### src/rtl/fifo_push_arbiter.sv
// Round-robin arbiter sharing one FIFO push port among NUM_REQ producers.
// All outputs are registered; pushes are withheld whenever the FIFO could overflow.
module fifo_push_arbiter #(
  parameter int WIDTH   = 2,
  parameter int DEPTH   = 4,
  parameter int NUM_REQ = 4
) (
  input  logic                       clk,
  input  logic                       rst_n,
  input  logic [NUM_REQ-1:0]         req,
  input  logic [NUM_REQ*WIDTH-1:0]   req_data,
  input  logic [$clog2(DEPTH):0]     item_count,
  output logic [NUM_REQ-1:0]         grant,
  output logic                       push_enable,
  output logic [WIDTH-1:0]           push_data,
  output logic                       stall
);

  localparam int CW = $clog2(DEPTH) + 1;
  localparam int IW = (NUM_REQ > 1) ? $clog2(NUM_REQ) : 1;

  logic [IW-1:0]          r_last;
  logic [NUM_REQ-1:0]     w_elig;
  logic                   w_space;
  logic [2*NUM_REQ-1:0]   w_dbl;
  logic [IW-1:0]          w_off;
  logic [IW-1:0]          w_win;
  logic                   w_found;
  int                     w_sum;

  assign w_elig  = req & ~grant;
  // One extra bit so item_count + in-flight push cannot wrap.
  assign w_space = ({1'b0, item_count} + {{CW{1'b0}}, push_enable}) < (CW+1)'(DEPTH);

  // Rotate the eligible set so bit 0 is the requester just after r_last,
  // then take the lowest set bit and rotate the index back.
  always_comb begin
    w_dbl   = {w_elig, w_elig} >> (int'(r_last) + 1);
    w_found = 1'b0;
    w_off   = '0;
    for (int k = 0; k < NUM_REQ; k++) begin
      if (!w_found && w_dbl[k]) begin
        w_found = 1'b1;
        w_off   = IW'(k);
      end
    end
    w_sum = int'(r_last) + 1 + int'(w_off);
    if (w_sum >= NUM_REQ) w_sum = w_sum - NUM_REQ;
    w_win = IW'(w_sum);
  end

  always_ff @(posedge clk or negedge rst_n) begin
    if (!rst_n) begin
      r_last      <= IW'(NUM_REQ - 1);
      grant       <= '0;
      push_enable <= 1'b0;
      push_data   <= '0;
      stall       <= 1'b0;
    end else if (w_found && w_space) begin
      r_last      <= w_win;
      grant       <= NUM_REQ'(1) << w_win;
      push_enable <= 1'b1;
      push_data   <= req_data[w_win*WIDTH +: WIDTH];
      stall       <= 1'b0;
    end else begin
      grant       <= '0;
      push_enable <= 1'b0;
      stall       <= w_found;
    end
  end

endmodule

### config.mk
export PLATFORM = sky130hd
export DESIGN_NAME = fifo_push_arbiter
export DESIGN_NICKNAME = d
export VERILOG_FILES = /design/src/rtl/fifo_push_arbiter.sv
export SDC_FILE = /design/constraint.sdc
export NUM_CORES = 1
export LEC_CHECK = 0
export ABC_CLOCK_PERIOD_IN_PS = 2550
export CAP_MARGIN = 20
export CORE_MARGIN = 2
export CORE_UTILIZATION = 53
export CTS_CLUSTER_SIZE = 8
export DETAILED_ROUTE_END_ITERATION = 12
export DONT_BUFFER_PORTS = 1
export PLACE_DENSITY_LB_ADDON = 0.08
export SYNTH_ARGS = -nofsm -noshare
export SYNTH_HDL_FRONTEND = slang
export SYNTH_SLANG_ARGS = --single-unit
### constraint.sdc
create_clock -name clk -period 2.55 [get_ports clk]
set_input_delay 0.51 -clock clk [delete_from_list [all_inputs] [get_ports clk]]
set_output_delay 0.51 -clock clk [all_outputs]
set_load 0.05 [all_outputs]
### Word level (Yosys, flattened, before mapping)

Index checks and enable logic that the tools add are counted.
Widths: inputs -> output; s select.

| storage, ports and cells | value |
|---|---|
| bits in registers | 10 |
| bits of input ports | 17 |
| output and inout bits | 8 |
| word-level logic and storage cells | 34 |

| operators by class | value |
|---|---|
| add/sub/neg operators | 4 |
| order comparisons | 2 |
| shift-type cells | 3 |
| multiplexer cells | 11 |
| bitwise gates (word level) | 2 |
| reductions and logical operators | 7 |

Operator list:

| kind | count |
|---|---|
| $shr 8x32->4 | 1 |
| $shiftx 8x4->2 | 1 |
| $mux 1 | 7 |
| $mux 2 | 3 |
| $add 3x1->4 | 1 |
| $add 3x2->4 | 1 |
| $and 4x4->4 | 1 |
| $ge 4x3->1 const B | 1 |
| $logic_and 1x1->1 | 4 |
| $lt 4x3->1 const B | 1 |
| $mux 4 | 1 |
| $not 4->4 | 1 |
| $shl 1x2->4 const A | 1 |
| $add 2x1->3 const B | 1 |
| $logic_not 1->1 | 3 |
| $sub 2x1->2 const B | 1 |

### Longest topological paths before layout

| depth | value |
|---|---|
| word-level depth | 18 |
| depth in mapped cells | 12 |
| gate-level depth less buffers | 11 |

### Least setup slack after synthesis

No wires, ideal clock.

| path | value |
|---|---|
| path type | register -> register |
| from | register grant[2] |
| to | register push_data[0] |
| setup time | 0.146 ns |
| arrival | 2.504 ns |
| data required time | 2.404 ns |
| setup slack | -0.100 ns |
| stages on the path, launching flop included | 11 |
| path buffers | 1 |
| period minus slack after synthesis | 2.650 ns |
| path through | dfrtp_1 nand2b_1 o21ai_0 o21ai_1 a221oi_1 a31oi_1 ha_1 buf_1 mux2_2 nor4_1 o31ai_1 |

| between the ends | value |
|---|---|
| longest elaborated chain between the ends | 17 |
| elaborated cells on any way between the ends | 22 |
| those cells by class | 2 x add/sub; 1 x order compare; 2 x shift; 8 x mux; 2 x bitwise; 7 x reduce/logical |

Ends and longest elaborated chain:

| element | RTL line | text |
|---|---|---|
| from (decl) | 13 | `output logic [NUM_REQ-1:0] grant,` |
| from (signal assigned) | 61 | `grant <= NUM_REQ'(1) << w_win;` |
| $not 4->4 * | 31 | `assign w_elig = req & ~grant;` |
| $and 4x4->4 * | 31 |  |
| $shr 8x32->4 * | 38 | `w_dbl = {w_elig, w_elig} >> (int'(r_last) + 1);` |
| $mux 1 | 42 | `if (!w_found && w_dbl[k]) begin` |
| $logic_not 1->1 | 42 |  |
| $logic_and 1x1->1 | 42 |  |
| $mux 1 | 42 |  |
| $logic_not 1->1 | 42 |  |
| $logic_and 1x1->1 | 42 |  |
| $mux 1 | 42 |  |
| $logic_not 1->1 | 42 |  |
| $logic_and 1x1->1 | 42 |  |
| $mux 2 | 42 |  |
| $add 3x2->4 | 47 | `w_sum = int'(r_last) + 1 + int'(w_off);` |
| $ge 4x3->1 / $sub 2x1->2 (equally long branches) | 48 | `if (w_sum >= NUM_REQ) w_sum = w_sum - NUM_REQ;` |
| $mux 2 | 48 |  |
| $shiftx 8x4->2 | 63 | `push_data <= req_data[w_win*WIDTH +: WIDTH];` |
| to (signal assigned) | 63 |  |
| to (decl) | 15 | `output logic [WIDTH-1:0] push_data,` |

Mark *: on every way between the ends. The rest lies on a longest branch, timed or not.
A chain may end at the register's enable or synchronous reset.

### Worst setup path in the final report

| path | value |
|---|---|
| from | register r_last[0] |
| to | register push_data[0] |

| between the ends | value |
|---|---|
| longest elaborated chain between the ends | 16 |
| elaborated cells on any way between the ends | 21 |
| those cells by class | 3 x add/sub; 1 x order compare; 2 x shift; 8 x mux; 7 x reduce/logical |

Ends and longest elaborated chain:

| element | RTL line | text |
|---|---|---|
| from (decl) | 22 | `logic [IW-1:0] r_last;` |
| from (signal assigned) | 54 | `r_last <= IW'(NUM_REQ - 1);` |
| from (signal assigned) | 60 | `r_last <= w_win;` |
| $add 2x1->3 * | 38, 47 |  |
| $shr 8x32->4 | 38 |  |
| $mux 1 | 42 |  |
| $logic_not 1->1 | 42 |  |
| $logic_and 1x1->1 | 42 |  |
| $mux 1 | 42 |  |
| $logic_not 1->1 | 42 |  |
| $logic_and 1x1->1 | 42 |  |
| $mux 1 | 42 |  |
| $logic_not 1->1 | 42 |  |
| $logic_and 1x1->1 | 42 |  |
| $mux 2 | 42 |  |
| $add 3x2->4 | 47 |  |
| $ge 4x3->1 / $sub 2x1->2 (equally long branches) | 48 |  |
| $mux 2 | 48 |  |
| $shiftx 8x4->2 | 63 |  |

Marked as above.

==> impl.org <==
** Setup path
- The critical path is of the flip-flop to flip-flop type.
- STA classifies the critical path startpoint as a flip-flop.
- Largest stage delay on the critical path :: 0.61 ns
- The startpoint identified for the worst register-to-register timing path is r_last[0]$_DFFE_PN1P_.
- The signal on the critical path passes through buf_4 > o21ai_2 > o21ai_2 > a221oi_2 > a31oi_1 > ha_2 > nor2b_4 > nand4b_1 > and4_4 > a31oi_1 > o31ai_1.
- Destination of the worst register-to-register timing path :: push_data[0]$_DFFE_PN0P_
- For flop-to-flop paths, the worst setup slack is 0.07 ns.
- Number of cells traversed by the worst register-to-register path :: 11
- STA puts the critical path data required time at 2.66 ns.
- Slowest cell on the critical path :: sky130_fd_sc_hd__dfstp_2
- Critical path data arrival time :: 2.60 ns
- STA classifies the critical path endpoint as a flip-flop.
- Crit-path max FO :: 7

** Synth
- Counting every net in the synthesized netlist gives 91.
- The cell count after synthesis came out at 73.
- Dividing the synthesized area by the synthesized cell count gives 9.82 um2.
- Share of Yosys cell area claimed by the top area cell type :: 0.279
- Synth unique cells :: 37
- Synth Warn # :: 0
- Cell type contributing the most total cell area after synthesis :: sky130_fd_sc_hd__dfrtp_1
- Number of flip-flops and latches in the synthesized netlist :: 10
- By area the synthesized netlist is led by sky130_fd_sc_hd__dfrtp_1 (28%), sky130_fd_sc_hd__dfstp_2 (7.3%), sky130_fd_sc_hd__mux2_2 (6.3%), sky130_fd_sc_hd__nor2b_1 (4.4%), sky130_fd_sc_hd__o31ai_1 (4.2%).
- In this run the cell area of the synthesized design comes to 717 um2.
- Share of the yosys chip area belonging to registers :: 0.353

** Hold path
- The path class of the tightest hold or removal check is input pin to asynchronous set/reset pin.

** Routing
- The detailed router finished its first iteration with 8 violations.
- In the routed layout, each cell is associated on average with a via count of 6.28.
- In the routed design, unresolved DRC markers number 0.
- Total detailed-routing wirelength :: 1660 um
- DRT Pass-1 Iters :: 4
- Count of antenna-violating nets left after detailed routing :: 0
- Routed length per instance :: 15.7 um
- The routed layout has about 670 vias.

** Placed design
- Including well taps, the total number of placed cells is 97.
- After detailed placement, the total cell area comes to between 800 and 900 um2.
- Detailed placement ended at an HPWL of 1260 um.
- Placer's final routability congestion estimate :: roughly 0.75
- Worst slack at placement :: approximately 0.0033 ns
- Port Buffers :: 0

** Global routing
- Maximum number of pins on one net before global-route repair :: 11
- Initial antenna violation count :: 0
- First-pass GRT wire length :: 2300 um
- Total GRT Usage :: 0.220
- Via count of the first global-routing pass :: 569
- Summed over all layers, the global routing overflow is 0.

** Power
- For this design the total switching power over the nets is 0.000632 W.
- Cell-internal power :: 0.000722 W
- IR analysis of the VDD net gives a maximum drop of between 700 and 800 uV.
- Sequential share of power :: 0.267
- Of the total power, the share spent switching nets is 0.467.
- Total power for the finished layout comes to 0.00135 W.
- Power Dens Cells :: 1440 mW/mm2
- The share of total power dissipated in the clock network is 0.080.
- Logic gate share of total power :: 0.653
- For this design the static power due to leakage is 0.390 nW.

** Finish
- 0 antenna diodes ended up in the layout.
- After routing the design area is 937 um2.
- From synthesis to final layout, the design area changed by 30.7%.
- Final core occ :: 0.729
- Excluding fillers, the count of instances in the completed layout stands at ~110.
- The library cell used most frequently in the layout, excluding fill and tap cells, is sky130_fd_sc_hd__buf_4.
- Final Net Count :: 110
- Fraction of final layout cells with drive strength greater than 1 :: 0.538

** Die
- The floorplan step defined a core boundary enclosing 0.00128 mm2.
- Die Span X :: 40.8 um
- The initial utilization of the core area, before any placement, comes to 0.558.
- Top-level I/O count :: 25
- Row generation in the floorplan step produced 13 rows.
- Die Area :: 0.00166 mm2
- Die Y-Extent :: ~41 um

** Timing
- Setup repair after global routing could not meet its margin everywhere.
- Final worst slack :: between 0.06 and 0.07 ns
- Final Hold Vio Count :: 0
- The worst path in the final design needs a cycle of 2.48 ns, including I/O delays and setup.
- Headroom to the max-slew limit came out at 0.613.
- Max-slew violation count :: 0
- The clock arrives with approximately 0.0099 ns of skew.
- Number of failing setup endpoints in the final timing report :: 0
- Fin crit share :: 0.974
- Top achievable clock speed :: 403 MHz
- Slew @ Worst Pin :: approximately 0.58 ns

** Clocking
- Max Root-Sink Buffers :: 2
- The tree is rooted in a sky130_fd_sc_hd__clkbuf_4.
- Number of sinks driven by the clock tree :: 10
- TritonCTS built the clock tree.
- Clock insertion delay at the later pin of the skew report :: 0.26 ns
- After clock tree synthesis, the clock-pin slew on the worst setup and hold paths is around 0.06 ns.
- H-tree lvl count :: 1
- In this run, CTS created clock tree buffers numbering 3.

** Run status
- The run finished with clean final reports.

** Job
- The tool flagged a number of max-cap violations equal to 0.
==> repair_timing <==
| item | CTS | global route |
|---|---|---|
| pin swaps | 2 | 10 |
| buffers inserted | 1 | 3 |
| hold endpoints to repair | 8 | 0 |
| gates resized for setup | 0 | 17 |
| hold buffers | 1 | 0 |
| setup endpoints to repair | 2 | 7 |
==> layer usage <==
metal	track usage	part of all wire
met1	0.276	0.44
met2	0.344	0.50
met3	0.0489	0.046
met4	0.125	0.014
met5	0	0
==> worst max-delay path by stage <==
stage / from / slack [ns] / end
floorplan: grant[2]$_DFF_PN0_ / 0.12 / push_data[0]$_DFFE_PN0P_
global placement: r_last[0]$_DFFE_PN1P_ / 0.05 / push_data[1]$_DFFE_PN0P_
detailed placement: r_last[0]$_DFFE_PN1P_ / 0.003 / push_data[1]$_DFFE_PN0P_
CTS: r_last[0]$_DFFE_PN1P_ / 0.007 / push_data[0]$_DFFE_PN0P_
global route: r_last[0]$_DFFE_PN1P_ / -0.08 / push_data[1]$_DFFE_PN0P_
finish: r_last[0]$_DFFE_PN1P_ / 0.07 / push_data[0]$_DFFE_PN0P_
==> cells in the mapped netlist <==
| cell type | n |
|---|---|
| sky130_fd_sc_hd__a21boi_1 | 1 |
| sky130_fd_sc_hd__nor3b_1 | 1 |
| sky130_fd_sc_hd__dfrtp_1 | 8 |
| sky130_fd_sc_hd__o41ai_4 | 1 |
| sky130_fd_sc_hd__o21ai_1 | 2 |
| sky130_fd_sc_hd__nand2_2 | 1 |
| sky130_fd_sc_hd__nand3_2 | 2 |
| sky130_fd_sc_hd__a221oi_1 | 1 |
| sky130_fd_sc_hd__and3_1 | 1 |
| sky130_fd_sc_hd__nor2b_1 | 5 |
| sky130_fd_sc_hd__dfstp_2 | 2 |
| sky130_fd_sc_hd__and3b_1 | 1 |
| sky130_fd_sc_hd__nand4b_1 | 1 |
| sky130_fd_sc_hd__inv_1 | 2 |
| sky130_fd_sc_hd__mux2_2 | 4 |
| sky130_fd_sc_hd__or3_1 | 1 |
| sky130_fd_sc_hd__nor4_1 | 2 |
| sky130_fd_sc_hd__nor3_2 | 1 |
| sky130_fd_sc_hd__a31oi_1 | 4 |
| sky130_fd_sc_hd__nor2_1 | 1 |
| sky130_fd_sc_hd__or3b_1 | 1 |
| sky130_fd_sc_hd__inv_2 | 1 |
| sky130_fd_sc_hd__ha_1 | 1 |
| sky130_fd_sc_hd__nand4_1 | 2 |
| sky130_fd_sc_hd__nand2b_1 | 2 |
| sky130_fd_sc_hd__nand3b_1 | 2 |
| sky130_fd_sc_hd__nand3_1 | 1 |
| sky130_fd_sc_hd__nor3b_2 | 2 |
| sky130_fd_sc_hd__nor3_1 | 3 |
| sky130_fd_sc_hd__o31ai_1 | 4 |
| sky130_fd_sc_hd__a21oi_1 | 2 |
| sky130_fd_sc_hd__buf_6 | 1 |
| sky130_fd_sc_hd__nand2_1 | 4 |
| sky130_fd_sc_hd__and4_1 | 1 |
| sky130_fd_sc_hd__and3b_4 | 1 |
| sky130_fd_sc_hd__buf_1 | 1 |
| sky130_fd_sc_hd__o21ai_0 | 2 |
==> flip-flops by register name, summed over array words and instances (netlist names) <==
register     flops
stall            1
r_last           2
push_data        2
push_enable      1
grant            4
==> cells by family after synthesis <==
logic type | after synthesis | synth area share
simple gates | 36 | 0.351
fa+ha+maj | 1 | 0.0174
compound gates | 17 | 0.180
buf+inv | 5 | 0.0366
flops | 10 | 0.353
mux | 4 | 0.0628
==> through the flow <==
stage                     TNS, ns  hold slack, ns
final                           0          0.0817
after global routing       -0.170          0.0705
after CTS                       0          0.0756
after detailed placement        0           0.215
after global placement          0           0.215
after floorplan                 0           0.214
==> cell type report <==
| type | instances | area, um2 |
|---|---|---|
| inverters | 3 | 11.3 |
| flip-flops and latches | 10 | 258 |
| multi-input cells | 58 | 500 |
| fillers | 108 | 348 |
| well taps | 15 | 18.8 |
| repair buffers | 16 | 123 |
| clock buffers | 4 | 26.3 |
==> critical path, delay by kind of cell, from the launching register on <==
family | cells | cell delay, ns
and+or+nand+nor | 3 | 0.57
DFF | 1 | 0.61
buffers and inverters | 1 | 0.15
AOI/OAI and AO/OA | 6 | 0.76
adders and majority gates | 1 | 0.24
==> power groups by stage <==
stage	clock, W	combinational (W)	sequential [W]
final	0.000109	0.000884	0.000361
after global routing	0.000116	0.000959	0.000372
after CTS	0.000112	0.000743	0.000354
after detailed placement	0	0.000725	0.000359
after global placement	0	0.000710	0.000358
after floorplan	0	0.000521	0.000380
No activity file was read; power rests on OpenSTA's default activity.
